<file path="config.mk">
export PLATFORM = sky130hd
export DESIGN_NAME = id_ex_pipe_reg
export DESIGN_NICKNAME = d
export VERILOG_FILES = /design/src/rtl/id_ex_pipe_reg_pkg.sv /design/src/rtl/id_ex_pipe_reg_load_use_detect.sv /design/src/rtl/id_ex_pipe_reg.sv
export SDC_FILE = /design/constraint.sdc
export NUM_CORES = 1
export LEC_CHECK = 0
export BUFFER_PORTS_ARGS = -buffer_cell sky130_fd_sc_hd__buf_4
export CORE_MARGIN = 1
export CORE_UTILIZATION = 32
export DETAILED_ROUTE_END_ITERATION = 12
export PLACE_DENSITY = 0.55
export REMOVE_ABC_BUFFERS = 1
export SYNTH_ARGS = -nofsm -noshare
export SYNTH_HDL_FRONTEND = slang
export SYNTH_SLANG_ARGS = --single-unit
</file>
<file path="constraint.sdc">
create_clock -name clk_i -period 9.4 [get_ports clk_i]
set_input_delay 0.47 -clock clk_i [delete_from_list [all_inputs] [get_ports clk_i]]
set_output_delay 0.47 -clock clk_i [all_outputs]
set_load 0.05 [all_outputs]
</file>
<file path="src/rtl/id_ex_pipe_reg_pkg.sv">
// Shared pipeline definitions: datapath widths, ALU op encodings, the
// ID/EX register bundle and the write-back bypass rule used when operands
// are captured into EX.
package id_ex_pipe_reg_pkg;

  localparam int DATA_W  = 32;
  localparam int REG_W   = 5;
  localparam int ALUOP_W = 3;
  localparam int CNT_W   = 16;

  typedef logic [DATA_W-1:0] data_t;
  typedef logic [REG_W-1:0]  reg_addr_t;

  // ALU operation encodings carried on ALUOp through the pipeline
  typedef enum logic [ALUOP_W-1:0] {
    ALU_ADD   = 3'd0,
    ALU_SUB   = 3'd1,
    ALU_FUNCT = 3'd2,
    ALU_OR    = 3'd3,
    ALU_AND   = 3'd4,
    ALU_SLT   = 3'd5,
    ALU_LUI   = 3'd6,
    ALU_XOR   = 3'd7
  } alu_op_e;

  // Everything the EX stage receives from ID
  typedef struct packed {
    logic               valid;
    logic               reg_write;
    logic               mem_to_reg;
    logic               mem_read;
    logic               mem_write;
    logic               alu_src;
    logic [ALUOP_W-1:0] alu_op;
    data_t              rs_data;
    data_t              rt_data;
    data_t              imm;
    reg_addr_t          rs_addr;
    reg_addr_t          rt_addr;
    reg_addr_t          rd_addr;
  } ex_bundle_t;

  // A register-file write in this same cycle supersedes the stale read value;
  // register 0 is hard-wired and never bypassed.
  function automatic data_t wb_bypass(input logic      wb_we,
                                      input reg_addr_t wb_rd,
                                      input data_t     wb_data,
                                      input reg_addr_t src_addr,
                                      input data_t     src_data);
    if (wb_we && (wb_rd != '0) && (wb_rd == src_addr)) return wb_data;
    return src_data;
  endfunction

endpackage

</file>
<file path="src/rtl/id_ex_pipe_reg_load_use_detect.sv">
// Load-use hazard detector: flags an ID instruction that reads the register
// a load currently in EX has not yet fetched from memory.
module load_use_detect
  import id_ex_pipe_reg_pkg::*;
(
  input  logic      ex_valid,
  input  logic      ex_mem_read,
  input  reg_addr_t ex_rt_addr,
  input  logic      id_valid,
  input  reg_addr_t id_rs_addr,
  input  reg_addr_t id_rt_addr,
  output logic      hazard
);

  // Register 0 is never a real dependency, so a load targeting it is ignored
  always_comb begin
    hazard = ex_valid && ex_mem_read && id_valid && (ex_rt_addr != '0) &&
             ((ex_rt_addr == id_rs_addr) || (ex_rt_addr == id_rt_addr));
  end

endmodule

</file>
<file path="src/rtl/id_ex_pipe_reg.sv">
// ID/EX pipeline register with stall hold, flush / load-use bubbles,
// write-back bypass on operand capture and a saturating bubble counter.
module id_ex_pipe_reg
  import id_ex_pipe_reg_pkg::*;
(
  input  logic               clk_i,
  input  logic               rst_i,
  input  logic               ID_Valid_i,
  input  logic               ID_RegWrite_i,
  input  logic               ID_MemtoReg_i,
  input  logic               ID_MemRead_i,
  input  logic               ID_MemWrite_i,
  input  logic               ID_ALUSrc_i,
  input  logic [ALUOP_W-1:0] ID_ALUOp_i,
  input  logic [DATA_W-1:0]  ID_RsData_i,
  input  logic [DATA_W-1:0]  ID_RtData_i,
  input  logic [DATA_W-1:0]  ID_Imm_i,
  input  logic [REG_W-1:0]   ID_RsAddr_i,
  input  logic [REG_W-1:0]   ID_RtAddr_i,
  input  logic [REG_W-1:0]   ID_RdAddr_i,
  input  logic               WB_RegWrite_i,
  input  logic [REG_W-1:0]   WB_RdAddr_i,
  input  logic [DATA_W-1:0]  WB_Data_i,
  input  logic               Stall_i,
  input  logic               Flush_i,
  output logic               EX_Valid_o,
  output logic               EX_RegWrite_o,
  output logic               EX_MemtoReg_o,
  output logic               EX_MemRead_o,
  output logic               EX_MemWrite_o,
  output logic               EX_ALUSrc_o,
  output logic [ALUOP_W-1:0] EX_ALUOp_o,
  output logic [DATA_W-1:0]  EX_RsData_o,
  output logic [DATA_W-1:0]  EX_RtData_o,
  output logic [DATA_W-1:0]  EX_Imm_o,
  output logic [REG_W-1:0]   EX_RsAddr_o,
  output logic [REG_W-1:0]   EX_RtAddr_o,
  output logic [REG_W-1:0]   EX_RdAddr_o,
  output logic               Hazard_o,
  output logic [CNT_W-1:0]   BubbleCnt_o
);

  localparam logic [CNT_W-1:0] CNT_MAX = '1;

  ex_bundle_t       ex_reg;
  ex_bundle_t       ex_next;
  ex_bundle_t       load_bundle;
  logic [CNT_W-1:0] bubble_cnt_reg;
  logic [CNT_W-1:0] bubble_cnt_next;
  logic             hazard;

  load_use_detect u_load_use_detect (
    .ex_valid    (ex_reg.valid),
    .ex_mem_read (ex_reg.mem_read),
    .ex_rt_addr  (ex_reg.rt_addr),
    .id_valid    (ID_Valid_i),
    .id_rs_addr  (ID_RsAddr_i),
    .id_rt_addr  (ID_RtAddr_i),
    .hazard      (hazard)
  );

  // What a normal load would capture; an empty ID slot loads as a bubble
  always_comb begin
    load_bundle = '0;
    if (ID_Valid_i) begin
      load_bundle.valid      = 1'b1;
      load_bundle.reg_write  = ID_RegWrite_i;
      load_bundle.mem_to_reg = ID_MemtoReg_i;
      load_bundle.mem_read   = ID_MemRead_i;
      load_bundle.mem_write  = ID_MemWrite_i;
      load_bundle.alu_src    = ID_ALUSrc_i;
      load_bundle.alu_op     = ID_ALUOp_i;
      load_bundle.rs_data    = wb_bypass(WB_RegWrite_i, WB_RdAddr_i, WB_Data_i,
                                         ID_RsAddr_i, ID_RsData_i);
      load_bundle.rt_data    = wb_bypass(WB_RegWrite_i, WB_RdAddr_i, WB_Data_i,
                                         ID_RtAddr_i, ID_RtData_i);
      load_bundle.imm        = ID_Imm_i;
      load_bundle.rs_addr    = ID_RsAddr_i;
      load_bundle.rt_addr    = ID_RtAddr_i;
      load_bundle.rd_addr    = ID_RdAddr_i;
    end
  end

  // Flush outranks the hazard, so a squashed slot never counts as a load-use bubble
  always_comb begin
    ex_next         = load_bundle;
    bubble_cnt_next = bubble_cnt_reg;
    if (Flush_i) begin
      ex_next = '0;
    end else if (hazard) begin
      ex_next = '0;
      if (bubble_cnt_reg != CNT_MAX) bubble_cnt_next = bubble_cnt_reg + CNT_W'(1);
    end
  end

  // Stall freezes the whole stage, counter included
  always_ff @(posedge clk_i or posedge rst_i) begin
    if (rst_i) begin
      ex_reg         <= '0;
      bubble_cnt_reg <= '0;
    end else if (!Stall_i) begin
      ex_reg         <= ex_next;
      bubble_cnt_reg <= bubble_cnt_next;
    end
  end

  assign EX_Valid_o    = ex_reg.valid;
  assign EX_RegWrite_o = ex_reg.reg_write;
  assign EX_MemtoReg_o = ex_reg.mem_to_reg;
  assign EX_MemRead_o  = ex_reg.mem_read;
  assign EX_MemWrite_o = ex_reg.mem_write;
  assign EX_ALUSrc_o   = ex_reg.alu_src;
  assign EX_ALUOp_o    = ex_reg.alu_op;
  assign EX_RsData_o   = ex_reg.rs_data;
  assign EX_RtData_o   = ex_reg.rt_data;
  assign EX_Imm_o      = ex_reg.imm;
  assign EX_RsAddr_o   = ex_reg.rs_addr;
  assign EX_RtAddr_o   = ex_reg.rt_addr;
  assign EX_RdAddr_o   = ex_reg.rd_addr;
  assign Hazard_o      = hazard;
  assign BubbleCnt_o   = bubble_cnt_reg;

endmodule

</file>
[Yosys cells after proc, flatten, opt, wreduce, memory -nomap -nowiden]
Cells that the tools add are included.
Storage, ports and cells
  register bits: 136
  input port bits: 162
  output and inout bits: 137
  logic and storage cells: 44
Cells by class
  add/subtract/negate cells: 1
  equal/unequal tests: 5
  mux-type cells: 11
  bitwise logic cells: 2
  reduce and logical (&&, ||, !) cells: 11
Operator list (number)
  120-bit two-way mux: 3
  32-bit two-way mux: 4
  5-bit == test: 4
  16-bit by 1-bit adder with 16-bit output (second input constant): 1
  16-bit inequality test (second input constant): 1
  5-bit nonzero test: 2
  1-bit logical AND: 7
  1-bit two-way mux: 4
  4-bit AND reduction: 1
  1-bit NOT: 2
  1-bit logical OR: 1

[Logic depth before layout (Yosys ltp)]
Gate-level depths: netlist (run 1).
  depth in word-level cells: 9
  gate-level depth with buffers: 9

[Cells and area by module]
Synthesis (run 1) repeated with hierarchy kept, for this count alone.
Unflattened totals
  cell total of the unflattened synthesis: 562
  area, all modules: 6319.8 um2
By module, submodules not included
  id_ex_pipe_reg: times used 1, cells each 545, area each 6190.9 um2, seq. area each 3403.3 um2
  load_use_detect: times used 1, cells each 17, area each 128.9 um2, seq. area each 0.0 um2

[Worst setup path before layout (run 1)]
Ideal clock, no wire load.
  kind: register to register
  start: register bubble_cnt_reg[0] (netlist: BubbleCnt_o[0])
  end: register bubble_cnt_reg[15] (netlist: BubbleCnt_o[15])
  data arrival time: 2225 ps
  required time: 9318 ps
  path slack: 7093 ps
  cell stages (with the launch flop): 9
  buffers on the path: 1
  cells stage by stage: dfrtp_1 -> ha_1 -> nand4_1 -> nor4_1 -> or3_1 -> clkbuf_1 -> or4_1 -> nor2_1 -> xor2_1
On the way
  word-level cells in the longest chain between the ends: 2
  elaborated cells between the ends (all ways): 3
  classes of those cells: add/sub (1); eq/ne (1); reduce/logical (1)
RTL lines
  start, declared: line id_ex_pipe_reg.sv:48  | logic [CNT_W-1:0] bubble_cnt_reg;
  start signal, assigned: line id_ex_pipe_reg.sv:103  | bubble_cnt_reg <= bubble_cnt_next;
  branches (longest 2 deep; another with 16-bit by 1-bit adder with 16-bit output)
Parallel ways; which one is timed is not known.
A chain may end at the register's enable or synchronous reset.

[Worst setup path after layout (run 1)]
  start: register ex_reg (netlist bit EX_RtAddr_o[3])
  end: output Hazard_o
On the way
  word-level cells in the longest chain between the ends: 3
  elaborated cells between the ends (all ways): 6
  classes of those cells: eq/ne (2); reduce/logical (4)
RTL lines
  start, declared: line id_ex_pipe_reg.sv:45  | ex_bundle_t ex_reg;
  start signal, assigned: line id_ex_pipe_reg.sv:102  | ex_reg <= ex_next;
  5-bit == test / 5-bit nonzero test (equally long branches): line id_ex_pipe_reg_load_use_detect.sv:18, id_ex_pipe_reg_load_use_detect.sv:17
  1-bit logical OR / 1-bit logical AND (equally long branches): line id_ex_pipe_reg_load_use_detect.sv:18, id_ex_pipe_reg_load_use_detect.sv:17
  1-bit logical AND (*): line id_ex_pipe_reg_load_use_detect.sv:17  | hazard = ex_valid && ex_mem_read && id_valid && (ex_rt_addr != '0) &&
  end, declared: line id_ex_pipe_reg.sv:39  | output logic Hazard_o,
Mark *: on every way between the ends. The rest lies on a longest branch, timed or not.

==> out/qor.txt, run 1 <==
CTS buffer count: 17
Max Fanout on Critical Path: 9
number of diodes: 0
Root Buffer: clkbuf_16
estimated wirelength of the detail-placed design: 13500 um
crit start category: register
DIE HEIGHT: 139 um
ys async rst share: 100%
number of global-route vias before repair: 5425
hold crit path type: in2async
Die X: 139 um
antenna-violating nets left: 0
area grow syn2layout: 49.2%
Setup WS post-layout: 6.65 ns
Synth Flop Type: dfrtp_1
worst skew pair latency: 0.42 ns
Yosys warning total: 0
Die ar.: 0.0194 mm2
clock skew: 0.00871 ns
unrepaired setup endpoints after global routing: false
I/O Buffers: 298
TritonCTS clock tree: built
# hold bufs at CTS: 0
grt ovf: 0
layout cells sized above 1: 45.6%
Seq/Total Area, Yosys: 56.4%
run status: complete, no violations
switch share: 27.6%
Post-Route Setup TNS: 0 ns
Final Wtd Congestion: 0.772
Synth Cell Area: 0.00603 mm2
Final Hold Viols: 0
global-route wire length before repair: 30200 um
Peak VDD IR: 0.000120 V
pwr dens: 185 mW/mm2
top cell type's share of synthesized area: 56.4%
Synth area leader: dfrtp_1
Setup WS pre-CTS: 6.80 ns
post-synthesis register bit count: 136
LEAKAGE: 0.00439 uW
Clk network pwr share: 44.0%
number of detailed-route iterations in the first pass: 4
Top Ports: 299
CP Capture Type: primary output
final number of setup-violating endpoints: 0
Placement Rows: 49
kind of critical path: reg2out
nets@finish: 963
initial antenna violation count: 0
CTS clk-pin slew, worst paths: 0.06 ns
Fill cells: 1665
drt total wl: 19100 um
Core Region: 0.0182 mm2
setup bufs post-CTS: 0
ranking of synthesized cells by area: dfrtp_1 (56%), mux2i_1 (11%), a22o_2 (5.0%)
vias per cell: 4.91
P_sw: 460 uW
Crit path required time: 8.93 ns
total track usage: 20.2%
DR vias: 5108
count of unique library cells instantiated by Yosys: 31
average cell area after synthesis: 11.8 um2
multi-input logic area: 0.00237 mm2
Resized cells post-CTS: 0
DRC: 0
Tcrit/Tclk final: 29.3%
Cell Int Power: 1200 uW
logic gate share of total power: 17.9%
EDFF count, synth: 0
pin count of the biggest net entering global routing: 96
max_cap viols: 0
power share of the sequential group: 38.1%
Max Slew Vio Count: 0
WP data arrival: 2.28 ns
H-tree lvl count: 4
Bufs on Longest Clock Path: 2
most frequent cell after synthesis: dfrtp_1
Cells after Synth: 512
min Tclk post-route: 2.75 ns
max frequency: 363 MHz
initial core utilization: 33.1%
Rel. slew slack: 42.5%
FF+latch area: 0.00340 mm2
most instantiated cells after synthesis: dfrtp_1 (136), nand2_1 (71), mux2i_1 (64), o21ai_1 (50), a22o_2 (30)
average wire per standard cell: 18.4 um
initial DRC count: 201
worst-margin pin slew: 0.863 ns
Clock Sinks: 136
sequential cells by signal, indices dropped and copies added, names as in the netlist, 3 cells and up:
signal	count
BubbleCnt_o	16
EX_ALUOp_o	3
EX_Imm_o	32
EX_RdAddr_o	5
EX_RsAddr_o	5
EX_RsData_o	32
EX_RtAddr_o	5
EX_RtData_o	32
through the flow:
step,power [uW],cells,util [%],area [um2],hold WS [ns]
floorplan,806,478,-,5770,0.584
global placement,940,1010,45.9,8360,0.469
detailed placement,945,1010,45.9,8360,0.479
CTS,1690,1041,49.4,9000,0.251
global route,1730,1041,49.4,9000,0.253
finish,1660,1041,49.4,9000,0.241
layout make-up:
type | count | share of cell area (%)
inverters | 5 | 0.264
clock inverters | 12 | 2.22
clock buffers | 19 | 4.92
multi-input cells | 337 | 26.3
well taps | 229 | 3.18
repair buffers | 303 | 25.3
flip-flops and latches | 136 | 37.8
power by group through the flow:
stage	Combinational [uW]	Sequential, uW	Clock (uW)
finish	298	634	732
global route	316	637	775
CTS	302	634	752
detailed placement	302	644	0
global placement	297	643	0
floorplan	60.5	745	0
layer usage:
| layer | routed length [um] | part of all wire [%] | vias to the layer above | track usage, % |
|---|---|---|---|---|
| met5 | 0 | 0 | - | 0 |
| met4 | 384 | 2.0 | 0 | 7.49 |
| met3 | 1950 | 10 | 24 | 7.85 |
| met2 | 9160 | 48 | 224 | 32.6 |
| met1 | 7630 | 40 | 2458 | 24.4 |
| li1 | - | - | 2402 | - |
final timing paths:
check	startpoint	endpoint	slack (ns)	cells past startpoint
max	EX_RtAddr_o[3]	Hazard_o	6.65	5
min	rst_i	EX_MemtoReg_o	0.24	2
max reg2reg	EX_RtAddr_o[3]	EX_Imm_o[0]	6.81	5
min reg2reg	EX_RsData_o[24]	EX_RsData_o[24]	0.49	2
max in group asynchronous	rst_i	EX_RsData_o[28]	8.04	3
min in group clk_i	ID_RdAddr_i[3]	EX_RdAddr_o[3]	0.27	2
worst max-delay path: stages (launching register included):
cell and delay (ns):
dfrtp_1 0.43, or4_1 0.53, o2111ai_1 0.26, nand2b_1 0.35
inv_1 0.09, buf_4 0.20
kinds of logic after synthesis:
family	after synthesis	share of synthesized area, %
AOI/OAI and AO/OA	122	14.2
buffers and inverters	39	4.65
adders and majority gates	1	0.207
muxes	65	10.8
and+or+nand+nor	114	8.61
DFF	136	56.4
xor gates and xnor gates	35	5.08
placed cells by master (no fill, tap or decap), types with 3 or more instances in the layout:
| cell type | instances |
|---|---|
| bufinv_16 | 5 |
| xnor2_1 | 21 |
| mux2i_1 | 64 |
| dfrtp_1 | 136 |
| nor3_1 | 6 |
| inv_1 | 4 |
| nand2_1 | 71 |
| o21ai_0 | 15 |
| nor4_1 | 6 |
| a22o_2 | 30 |
| clkinvlp_4 | 3 |
| buf_4 | 303 |
| clkbuf_16 | 17 |
| nor2_1 | 5 |
| a22o_1 | 25 |
| o21ai_1 | 50 |
| or4_1 | 3 |
| xor2_1 | 14 |
| nand3_1 | 13 |
| nand4_1 | 3 |
Note: power is estimated with default switching activity, not from simulation.
==> run 2, diff against run 1 <==
- clock period: 9.4 -> 2.8 ns (I/O delays scaled with it)
==> run 2 against run 1 <==
- routed wire length rose by 8.4%
- core utilization rose by 6.2 points
- setup slack got worse by 6.5 ns
- critical endpoint is now EX_RsData_o[14]
- largest power group unchanged
==> out/qor.txt, run 2 (same netlist as run 1, synthesis figures left out) <==
CP Capture Type: register
Post-Layout Cell Count: 1154
area grow syn2layout: 68.0%
Setup WS pre-CTS: 0.372 ns
setup bufs post-CTS: 0
I/O Buffers: 298
H-tree lvl count: 4
Rel. slew slack: 41.9%
Root Buffer: clkbuf_16
Setup WS post-layout: 0.194 ns
Crit path required time: 3.07 ns
drt total wl: 20700 um
CTS buffer count: 17
layout cells sized above 1: 40.4%
min Tclk post-route: 2.61 ns
Placement Rows: 49
grt ovf: 0
LEAKAGE: 0.00487 uW
Peak VDD IR: 0.000378 V
commonest non-fill, non-tap cell in the layout: buf_4
Max Fanout on Critical Path: 32
Reg2Reg Setup Slack: 0.38 ns
estimated wirelength of the detail-placed design: 14000 um
Final Hold Viols: 0
Cell Area, Placed: 0.00841 mm2
clock skew: 0.0100 ns
Tcrit/Tclk final: 93.1%
crit start category: input port
Post-Route Setup TNS: 0 ns
initial core utilization: 33.1%
Core Region: 0.0182 mm2
initial DRC count: 197
global-route wire length before repair: 32500 um
Final Wtd Congestion: 0.788
number of global-route vias before repair: 6051
DIE HEIGHT: 139 um
worst-margin pin slew: 0.871 ns
WHS Endpoint: EX_RsData_o[5]
hold path startpoint: ID_RsData_i[5]
worst skew pair latency: 0.41 ns
run status: complete, no violations
kind of critical path: in2reg
hold crit path type: in2reg
Max Slew Vio Count: 0
antenna-violating nets left: 0
slowest CP cell: dlygate4sd3_1
number of detailed-route iterations in the first pass: 5
most frequent cells in the layout: buf_4 (303), dfrtp_1 (136), dlygate4sd3_1 (109)
Fill cells: 1531
reg2reg path depth: 6
DR vias: 5541
unrepaired setup endpoints after global routing: false
total track usage: 21.7%
max frequency: 384 MHz
worst-path cell chain: dlygate4sd3_1 -> buf_4 -> xnor2_1 -> nand3_1 -> nor4_4 -> buf_4 -> mux2i_1 -> dlygate4sd3_1 -> o21ai_1
average wire per standard cell: 18.0 um
FF-to-FF End: EX_Imm_o[10]
Top Ports: 299
Final Cell Area: 0.0101 mm2
Clock Sinks: 136
pin count of the biggest net entering global routing: 86
CTS clk-pin slew, worst paths: 0.06 ns
nets@finish: 1075
vias per cell: 4.80
TritonCTS clock tree: built
final number of setup-violating endpoints: 0
total power: 5670 uW
reg2reg start: EX_RtAddr_o[3]
Die ar.: 0.0194 mm2
worst hold stages: 3
Die X: 139 um
Bufs on Longest Clock Path: 2
Largest stage delay, worst path: 0.57 ns
DRC: 0
initial antenna violation count: 2
pwr dens: 559 mW/mm2
placed cells: 1013
WP data arrival: 2.88 ns
max_cap viols: 0
run 2: cell count changes in the layout (fill, tap and decap cells not counted), moves of 2 or more:
cell / previous run / this run
dlygate4sd3_1: 0 / 109
clkinvlp_4: 3 / 1
diode_2: 0 / 2
buf_12: 0 / 2
run 2: stage by stage:
step | util (%) | hold WS [ns]
after floorplan | - | 0.254
after global placement | 46.2 | 0.356
after detailed placement | 46.2 | 0.360
after CTS | 55.6 | 0.000736
after global routing | 55.7 | 0.00914
final | 55.7 | 0.0197
run 2: where the power goes:
part	switching, uW	internal, uW	leakage, uW
Combinational	656	487	0.00274
Clock	860	1530	0.000305
Sequential	66.5	2060	0.00183
run 2: what timing repair did:
item	4_1_cts	5_1_grt
setup endpoints to repair	0	1
hold endpoints to repair	177	0
hold buffers	109	0
gates resized for setup	0	1
run 2: how the worst max path moves through the flow:
stage                   start              end  slack, ns
2_1_floorplan           rst_i   BubbleCnt_o[0]      -0.98
5_1_grt        ID_RsAddr_i[0]  EX_RsData_o[14]       0.07
4_1_cts        ID_RtAddr_i[4]  EX_RtData_o[19]       0.19
3_5_place_dp   EX_RtAddr_o[3]  EX_RsData_o[20]       0.37
3_3_place_gp   EX_RtAddr_o[3]     EX_Imm_o[11]       0.46
6_report       ID_RsAddr_i[4]  EX_RsData_o[14]       0.19
run 2: worst max-delay path: cells and delay by family:
family / cells / cell delay (ns)
muxes: 1 / 0.26
buffers and inverters: 4 / 1.84
xor gates and xnor gates: 1 / 0.16
and+or+nand+nor: 2 / 0.41
AOI/OAI and AO/OA: 1 / 0.05
run 2: metal layers:
metal  vias up  part of all wire (%)  global-route usage, %
li1       2624                     -                      -
met1      2647                    41                   25.1
met2       239                    48                   36.3
met3        31                   8.6                   7.74
met4         0                   2.4                   8.95
met5         -                     0                      0
run 2: layout make-up:
cell class | instances | area (um2) | area share, %
clock inverters | 11 | 173 | 1.70
clock buffers | 19 | 453 | 4.47
well taps | 229 | 287 | 2.83
inverters | 5 | 23.8 | 0.235
flip-flops and latches | 136 | 3400 | 33.6
diodes | 2 | 5.00 | 0.0494
multi-input cells | 337 | 2370 | 23.4
repair buffers | 415 | 3420 | 33.7
